### config.mk
export PLATFORM = sky130hd
export DESIGN_NAME = uart_prog_loader
export DESIGN_NICKNAME = d
export VERILOG_FILES = /design/src/rtl/loader_pkg.sv /design/src/rtl/uart_rx_byte.sv /design/src/rtl/uart_prog_loader.sv
export SDC_FILE = /design/constraint.sdc
export NUM_CORES = 2
export LEC_CHECK = 0
export CORE_MARGIN = 2
export CORE_UTILIZATION = 40
export DETAILED_ROUTE_END_ITERATION = 10
export DONT_BUFFER_PORTS = 1
export SYNTH_ARGS = -nofsm -noshare
export SYNTH_HDL_FRONTEND = slang
export SYNTH_SLANG_ARGS = --single-unit
### constraint.sdc
create_clock -name clk -period 12.98 [get_ports clk]
set_input_delay 1.298 -clock clk [delete_from_list [all_inputs] [get_ports clk]]
set_output_delay 1.298 -clock clk [all_outputs]
set_load 0.01 [all_outputs]
### src/rtl/loader_pkg.sv
// Shared types and constants for the UART program loader.
// Pure declarations; no logic, no latency, no flow control.
package loader_pkg;

  typedef enum logic [1:0] {
    RX_IDLE,
    RX_START,
    RX_DATA,
    RX_STOP
  } rx_state_t;

  localparam logic MODE_LOAD = 1'b0;
  localparam logic MODE_RUN  = 1'b1;

  localparam int PROG_DEPTH = 256;
  localparam int WORD_W     = 16;

  typedef struct packed {
    logic [7:0] opcode;
    logic [7:0] operand;
  } word_t;

endpackage

### src/rtl/uart_rx_byte.sv
// UART 8N1 receiver: 2-FF synchroniser, start-bit glitch reject, centre sampling.
// byte_valid is a 1-cycle pulse after the stop bit centre; no backpressure, bytes must be taken that cycle.
module uart_rx_byte
  import loader_pkg::*;
#(
  parameter int CLKS_PER_BIT = 5208
) (
  input  logic       clk,
  input  logic       reset_n,
  input  logic       rx,
  output logic [7:0] byte_data,
  output logic       byte_valid,
  output logic       frame_err_pulse
);

  localparam int CW = $clog2(CLKS_PER_BIT);
  localparam logic [CW-1:0] HALF_LAST = CW'(CLKS_PER_BIT / 2 - 1);
  localparam logic [CW-1:0] FULL_LAST = CW'(CLKS_PER_BIT - 1);

  logic            rx_meta, rx_sync;
  rx_state_t       state_q, state_d;
  logic [CW-1:0]   cnt_q, cnt_d;
  logic [2:0]      bit_q, bit_d;
  logic [7:0]      shift_q, shift_d;
  logic            valid_q, valid_d;
  logic            ferr_q, ferr_d;

  always_ff @(posedge clk) begin
    if (!reset_n) begin
      rx_meta <= 1'b1;
      rx_sync <= 1'b1;
      state_q <= RX_IDLE;
      cnt_q   <= '0;
      bit_q   <= '0;
      shift_q <= '0;
      valid_q <= 1'b0;
      ferr_q  <= 1'b0;
    end else begin
      rx_meta <= rx;
      rx_sync <= rx_meta;
      state_q <= state_d;
      cnt_q   <= cnt_d;
      bit_q   <= bit_d;
      shift_q <= shift_d;
      valid_q <= valid_d;
      ferr_q  <= ferr_d;
    end
  end

  always_comb begin
    state_d = state_q;
    cnt_d   = cnt_q + 1'b1;
    bit_d   = bit_q;
    shift_d = shift_q;
    valid_d = 1'b0;
    ferr_d  = 1'b0;
    case (state_q)
      RX_IDLE: begin
        cnt_d = '0;
        if (!rx_sync) state_d = RX_START;
      end
      RX_START: begin
        // Line must still be low at mid start bit, otherwise it was a glitch.
        if (cnt_q == HALF_LAST) begin
          cnt_d   = '0;
          bit_d   = '0;
          state_d = rx_sync ? RX_IDLE : RX_DATA;
        end
      end
      RX_DATA: begin
        if (cnt_q == FULL_LAST) begin
          cnt_d   = '0;
          shift_d = {rx_sync, shift_q[7:1]};
          bit_d   = bit_q + 1'b1;
          if (bit_q == 3'd7) state_d = RX_STOP;
        end
      end
      RX_STOP: begin
        if (cnt_q == FULL_LAST) begin
          cnt_d   = '0;
          valid_d = rx_sync;
          ferr_d  = !rx_sync;
          state_d = RX_IDLE;
        end
      end
      default: state_d = RX_IDLE;
    endcase
  end

  assign byte_data       = shift_q;
  assign byte_valid      = valid_q;
  assign frame_err_pulse = ferr_q;

endmodule

### src/rtl/uart_prog_loader.sv
// UART program loader: byte pairs -> 256x16 program memory, debounced LOAD/RUN toggle, 1-cycle registered fetch port.
// Optional LOADER_TIMEOUT_EN drops a stale half word; no backpressure, bytes arriving in RUN are dropped.
module uart_prog_loader
  import loader_pkg::*;
#(
  parameter int CLKS_PER_BIT = 5208,
  parameter int DEBOUNCE_CYC = 500000,
  parameter int TIMEOUT_CYC  = 1000000
) (
  input  logic              clk,
  input  logic              reset_n,
  input  logic              rx,
  input  logic              n_but,
  input  logic [7:0]        addr_pc,
  output logic [WORD_W-1:0] data_out,
  output logic              mode,
  output logic              frame_err,
  output logic [7:0]        wr_addr
);

  if (CLKS_PER_BIT < 4 || DEBOUNCE_CYC < 1 || TIMEOUT_CYC < 1) begin : g_bad_param
    $error("uart_prog_loader: parameter out of range");
  end

  logic [7:0] rx_byte;
  logic       byte_valid, frame_err_pulse;

  uart_rx_byte #(.CLKS_PER_BIT(CLKS_PER_BIT)) u_rx (
    .clk             (clk),
    .reset_n         (reset_n),
    .rx              (rx),
    .byte_data       (rx_byte),
    .byte_valid      (byte_valid),
    .frame_err_pulse (frame_err_pulse)
  );

  localparam int DW = $clog2(DEBOUNCE_CYC + 1);
  localparam logic [DW-1:0] DB_LAST = DW'(DEBOUNCE_CYC - 1);

  logic          but_meta, but_sync, db_level, press;
  logic [DW-1:0] db_cnt;

  always_ff @(posedge clk) begin
    if (!reset_n) begin
      but_meta <= 1'b1;
      but_sync <= 1'b1;
      db_level <= 1'b1;
      db_cnt   <= '0;
    end else begin
      but_meta <= n_but;
      but_sync <= but_meta;
      if (but_sync == db_level) begin
        db_cnt <= '0;
      end else if (db_cnt == DB_LAST) begin
        db_level <= but_sync;
        db_cnt   <= '0;
      end else begin
        db_cnt <= db_cnt + 1'b1;
      end
    end
  end

  // Debounced level about to fall from released to pressed.
  assign press = db_level && (but_sync != db_level) && (db_cnt == DB_LAST);

  logic       phase_lo, mem_we, to_expire;
  logic [7:0] hi_reg;
  word_t      wr_word;

  assign mem_we  = byte_valid && (mode == MODE_LOAD) && phase_lo;
  assign wr_word = '{opcode: hi_reg, operand: rx_byte};

`ifdef LOADER_TIMEOUT_EN
  localparam int TW = $clog2(TIMEOUT_CYC + 1);
  logic [TW-1:0] to_cnt;

  always_ff @(posedge clk) begin
    if (!reset_n || !phase_lo || byte_valid || mode == MODE_RUN) to_cnt <= '0;
    else                                                         to_cnt <= to_cnt + 1'b1;
  end

  assign to_expire = phase_lo && (mode == MODE_LOAD) && !byte_valid &&
                     (to_cnt == TW'(TIMEOUT_CYC - 1));
`else
  assign to_expire = 1'b0;
`endif

  always_ff @(posedge clk) begin
    if (!reset_n) begin
      mode      <= MODE_LOAD;
      wr_addr   <= '0;
      phase_lo  <= 1'b0;
      hi_reg    <= '0;
      frame_err <= 1'b0;
    end else begin
      if (byte_valid && mode == MODE_LOAD) begin
        if (phase_lo) begin
          wr_addr  <= wr_addr + 1'b1;
          phase_lo <= 1'b0;
        end else begin
          hi_reg   <= rx_byte;
          phase_lo <= 1'b1;
        end
      end else if (to_expire) begin
        phase_lo <= 1'b0;
      end
      if (frame_err_pulse) frame_err <= 1'b1;
      // Toggle decisions use the pre-toggle mode; re-entering LOAD restarts the load.
      if (press) begin
        mode <= ~mode;
        if (mode == MODE_RUN) begin
          wr_addr   <= '0;
          phase_lo  <= 1'b0;
          frame_err <= 1'b0;
        end
      end
    end
  end

  logic [WORD_W-1:0] mem [PROG_DEPTH];

  always_ff @(posedge clk) begin
    if (mem_we) mem[wr_addr] <= wr_word;
  end

  always_ff @(posedge clk) begin
    if (!reset_n) data_out <= '0;
    else          data_out <= mem[addr_pc];
  end

endmodule

==> key figures <==
Setup path
  • Worst Setup Start Kind: input port
  • Largest fanout of any net on the critical path: 180
  • Worst endpoint required time: ~14 ns
  • CP endpoint kind: register
  • Critical register-to-register path endpoint: mem[61][12]
  • Worst Reg2Reg Path Length in Cells: 7
  • Launch point of the worst reg-to-reg path: mode
  • Crit path from: addr_pc[0]
  • Critical path class: in2reg
  • Crit path DAT: about 7.5 ns
  • Register-to-Register Setup Slack: approximately 8.5 ns

Clocking
  • TritonCTS clock tree: yes
  • Number of buffers between clock root and the deepest sink: 4
  • H-tree lvl count: 5
  • Number of hold-repair buffers added at the cts stage: 0
  • Clock slew at the register clock pins of the worst setup and hold paths: roughly 0.060 ns
  • Clock Tree Root: clkbuf_16
  • Source-to-sink clock delay at the later pin of the worst-skew pair: between 0.9 and 1 ns
  • Number of sinks on the clock net: approximately 4200
  • Count of instances resized after the clock tree is built: 0
  • Total CTS buffers: around 430
  • Post-CTS Setup Repair Bufs: 0

Timing
  • Minimum clock period: about 6.6 ns
  • Final-layout worst hold slack: 0.4051 ns
  • Fin. Hold Viols: 0
  • Unrepaired setup endpoints after global routing: false
  • Max transition margin: -0.4236%
  • Setup TNS: 0 ns
  • Setup violators final: 0
  • Final period util: between 50% and 60%
  • Slew at the pin with the worst max-slew slack: ~1.5 ns
  • Max Clock Skew: ~0.058 ns
  • Fin. max-slew vios: 2
  • Maximum frequency from static timing analysis: approximately 150 MHz

Synth
  • Count of synthesis-stage warnings from yosys: 0
  • Post-synth cell types: 70
  • Synth Area in XOR/XNOR: less than 1%
  • Cells taking the most area after synthesis: edfxtp_1 (76%), mux4_2 (11%), mux2i_1 (3.2%)
  • Most common cell in the netlist: edfxtp_1
  • Cells after Synth: about 7600
  • Synthesized-area fraction occupied by ao, oa, aoi and oai cells: under 10%
  • Dominant synthesized flop cell: edfxtp_1
  • Syn Nets: 7656
  • Post-synth top area share: 76.16%
  • Post-synthesis average cell area: 21.16 µm²
  • Count of state elements after synthesis: ~4200
  • Sequential element share of the synthesized area: 77.24%
  • Post-Synth Simple-Gate Area: under 10%
  • Syn Std Cell Area: roughly 160000 µm²
  • Dominant combinational cell family by area after synthesis: multiplexers
  • Synthesized-area fraction occupied by adder cells: 0.09297%
  • Number of flops mapped to enable cells by yosys: 4096
  • Fraction of synthesis flops using an asynchronous set or reset pin: 0%
  • Most frequent cells after synthesis: edfxtp_1 (4096), mux4_2 (780), mux2i_1 (520)
  • Leading area contributor after synthesis: edfxtp_1
  • Mux contribution to synthesized area: between 10% and 20%

Finish
  • Final instance area: ~180000 µm²
  • Fraction of final layout cells sized beyond drive strength 1: between 20% and 30%
  • Layout Nets: roughly 8000
  • Flip-flop count of the largest register after layout: between 4000 and 5000
  • Total of fill cells in the finished design: roughly 33000
  • Largest register by flop count: mem
  • Biggest registers after layout: mem x4096, db_cnt x19, data_out x16
  • Sequential standard cell area: between 100000 and 150000 µm²
  • Area overhead of the layout relative to synthesis: 12.88%
  • Area of the multi-input gates: 34140 µm²

GRT
  • Initial antenna violation count: 20
  • Maximum number of pins on one net before global-route repair: around 870
  • Via count of the first global-routing pass: 80130
  • Sum of overflow across all layers after global routing: 0
  • First-pass GRT wire length: between 600000 and 700000 µm
  • Total global-route track usage: 21.12%

Worst hold path
  • Worst hold path class: reg2reg
  • Hold worst-path end: but_sync
  • Number of cells on the worst hold path: 1
  • Hold wc startpoint: but_meta

Power
  • Post-layout power: roughly 0.028 W
  • Leakage power: between 50 and 60 nW
  • Worst supply voltage drop on vdd: around 130 µV
  • Power per cell area: around 150 nW/µm²

Routing
  • Post-detailed-route wirelength per cell: between 30 and 40 µm
  • Count of routing violations after the opening detailed-route iteration: about 10000
  • Antenna-violating nets left: 0
  • Vias after detailed routing: roughly 80000
  • Via/cell ratio: 5.890
  • Number of optimization iterations in the first detailed-route pass: 6
  • Number of remaining DRC errors: 0
  • Drt total wl: between 400000 and 500000 µm

Floorplan
  • Boundary pin count: 38
  • DIE WIDTH: roughly 640 µm
  • Starting density of the core: between 40% and 50%
  • Core Box Area: between 400000 and 500000 µm²
  • Die boundary height: 639.4 µm
  • Row Count: between 200 and 250
  • DIE AREA: ~400000 µm²

Run
  • Max-capacitance violation count: 1

Placement
  • Detailed-placement wirelength estimate: approximately 250000 µm
  • RePlAce Congestion: 0.8339
  • Count of buffers from port buffering: 0
  • Post-detailed-placement cell area: 168400 µm²

Run status
  • Run status: finished, violations left
  • Violations in the final reports: max-capacitance violations, max-slew violations
## worst max-delay path, stage by stage
cell and delay [ns]:
buf_16 0.32, buf_16 0.59, buf_16 0.78, buf_16 0.89
mux2i_1 0.17, o22ai_1 0.21, a2111oi_0 0.11, o32ai_1 1.27
nand4_1 1.08, o22ai_1 0.36
## area by class of cell
type | count | area share, %
Inverter | 15 | 0.03500
Antenna cell | 8 | 0.01098
Multi-Input combinational cell | 2986 | 18.72
Tap cell | 5287 | 3.629
Sequential cell | 4183 | 68.46
Clock buffer | 529 | 6.239
Timing Repair Buffer | 346 | 1.624
Clock inverter | 265 | 1.280
## how the worst max path moves through the flow
stage                       end  slack [ns]  depth (start not counted)
detailed placement  data_out[7]        5.49                         10
global route        data_out[7]        6.01                         10
floorplan             mem[0][1]        8.69                          0
global placement    data_out[7]        5.54                         10
CTS                 data_out[7]        6.55                         10
finish              data_out[7]        6.34                         10
## where the power goes
| part | internal [W] | leakage, nW | switching (W) |
|---|---|---|---|
| Sequential | 0.0146 | 38.7 | 0.0000316 |
| Combinational | 0.000391 | 12.8 | 0.000535 |
| Clock | 0.00692 | 6.70 | 0.00512 |
## cells in the final DEF (no fill, tap or decap), types with 77 or more instances in the layout
cell type and n:
o221ai_1 208, mux2i_1 520, mux4_2 780, a21oi_1 147, nand2_1 117, nor2_1 290, edfxtp_1 4096, clkbuf_1 86
clkinv_2 93, buf_4 326, o22ai_1 186, nor3_1 77, clkbuf_16 440, clkinv_1 102
## through the flow
step	worst slack, ns	instances	utilization, %
2_1_floorplan	8.691	7632	-
3_3_place_gp	5.539	12810	41.86
3_5_place_dp	5.494	12810	41.86
4_1_cts	6.550	13610	45.27
5_1_grt	6.011	13610	45.31
6_report	6.339	13620	45.31
## per-layer routing
layer | track usage, % | wire length, µm | vias to the layer above
met5 | 0 | 92 | -
met4 | 6.178 | 14280 | 14
met3 | 3.927 | 35730 | 652
met2 | 34.40 | 211600 | 3507
met1 | 29.04 | 177200 | 43280
li1 | - | - | 32770
## cell families (layout without fill, tap and decap cells)
| kind of cell | Yosys count | count (layout) |
|---|---|---|
| AOI/OAI and AO/OA | 786 | 786 |
| xor gates and xnor gates | 34 | 34 |
| adders and majority gates | 12 | 12 |
| buffers and inverters | 463 | 1155 |
| DFF | 4183 | 4183 |
| muxes | 1385 | 1385 |
| other | 0 | 8 |
| and+or+nand+nor | 769 | 769 |
Power figures use the tool's default switching activity.
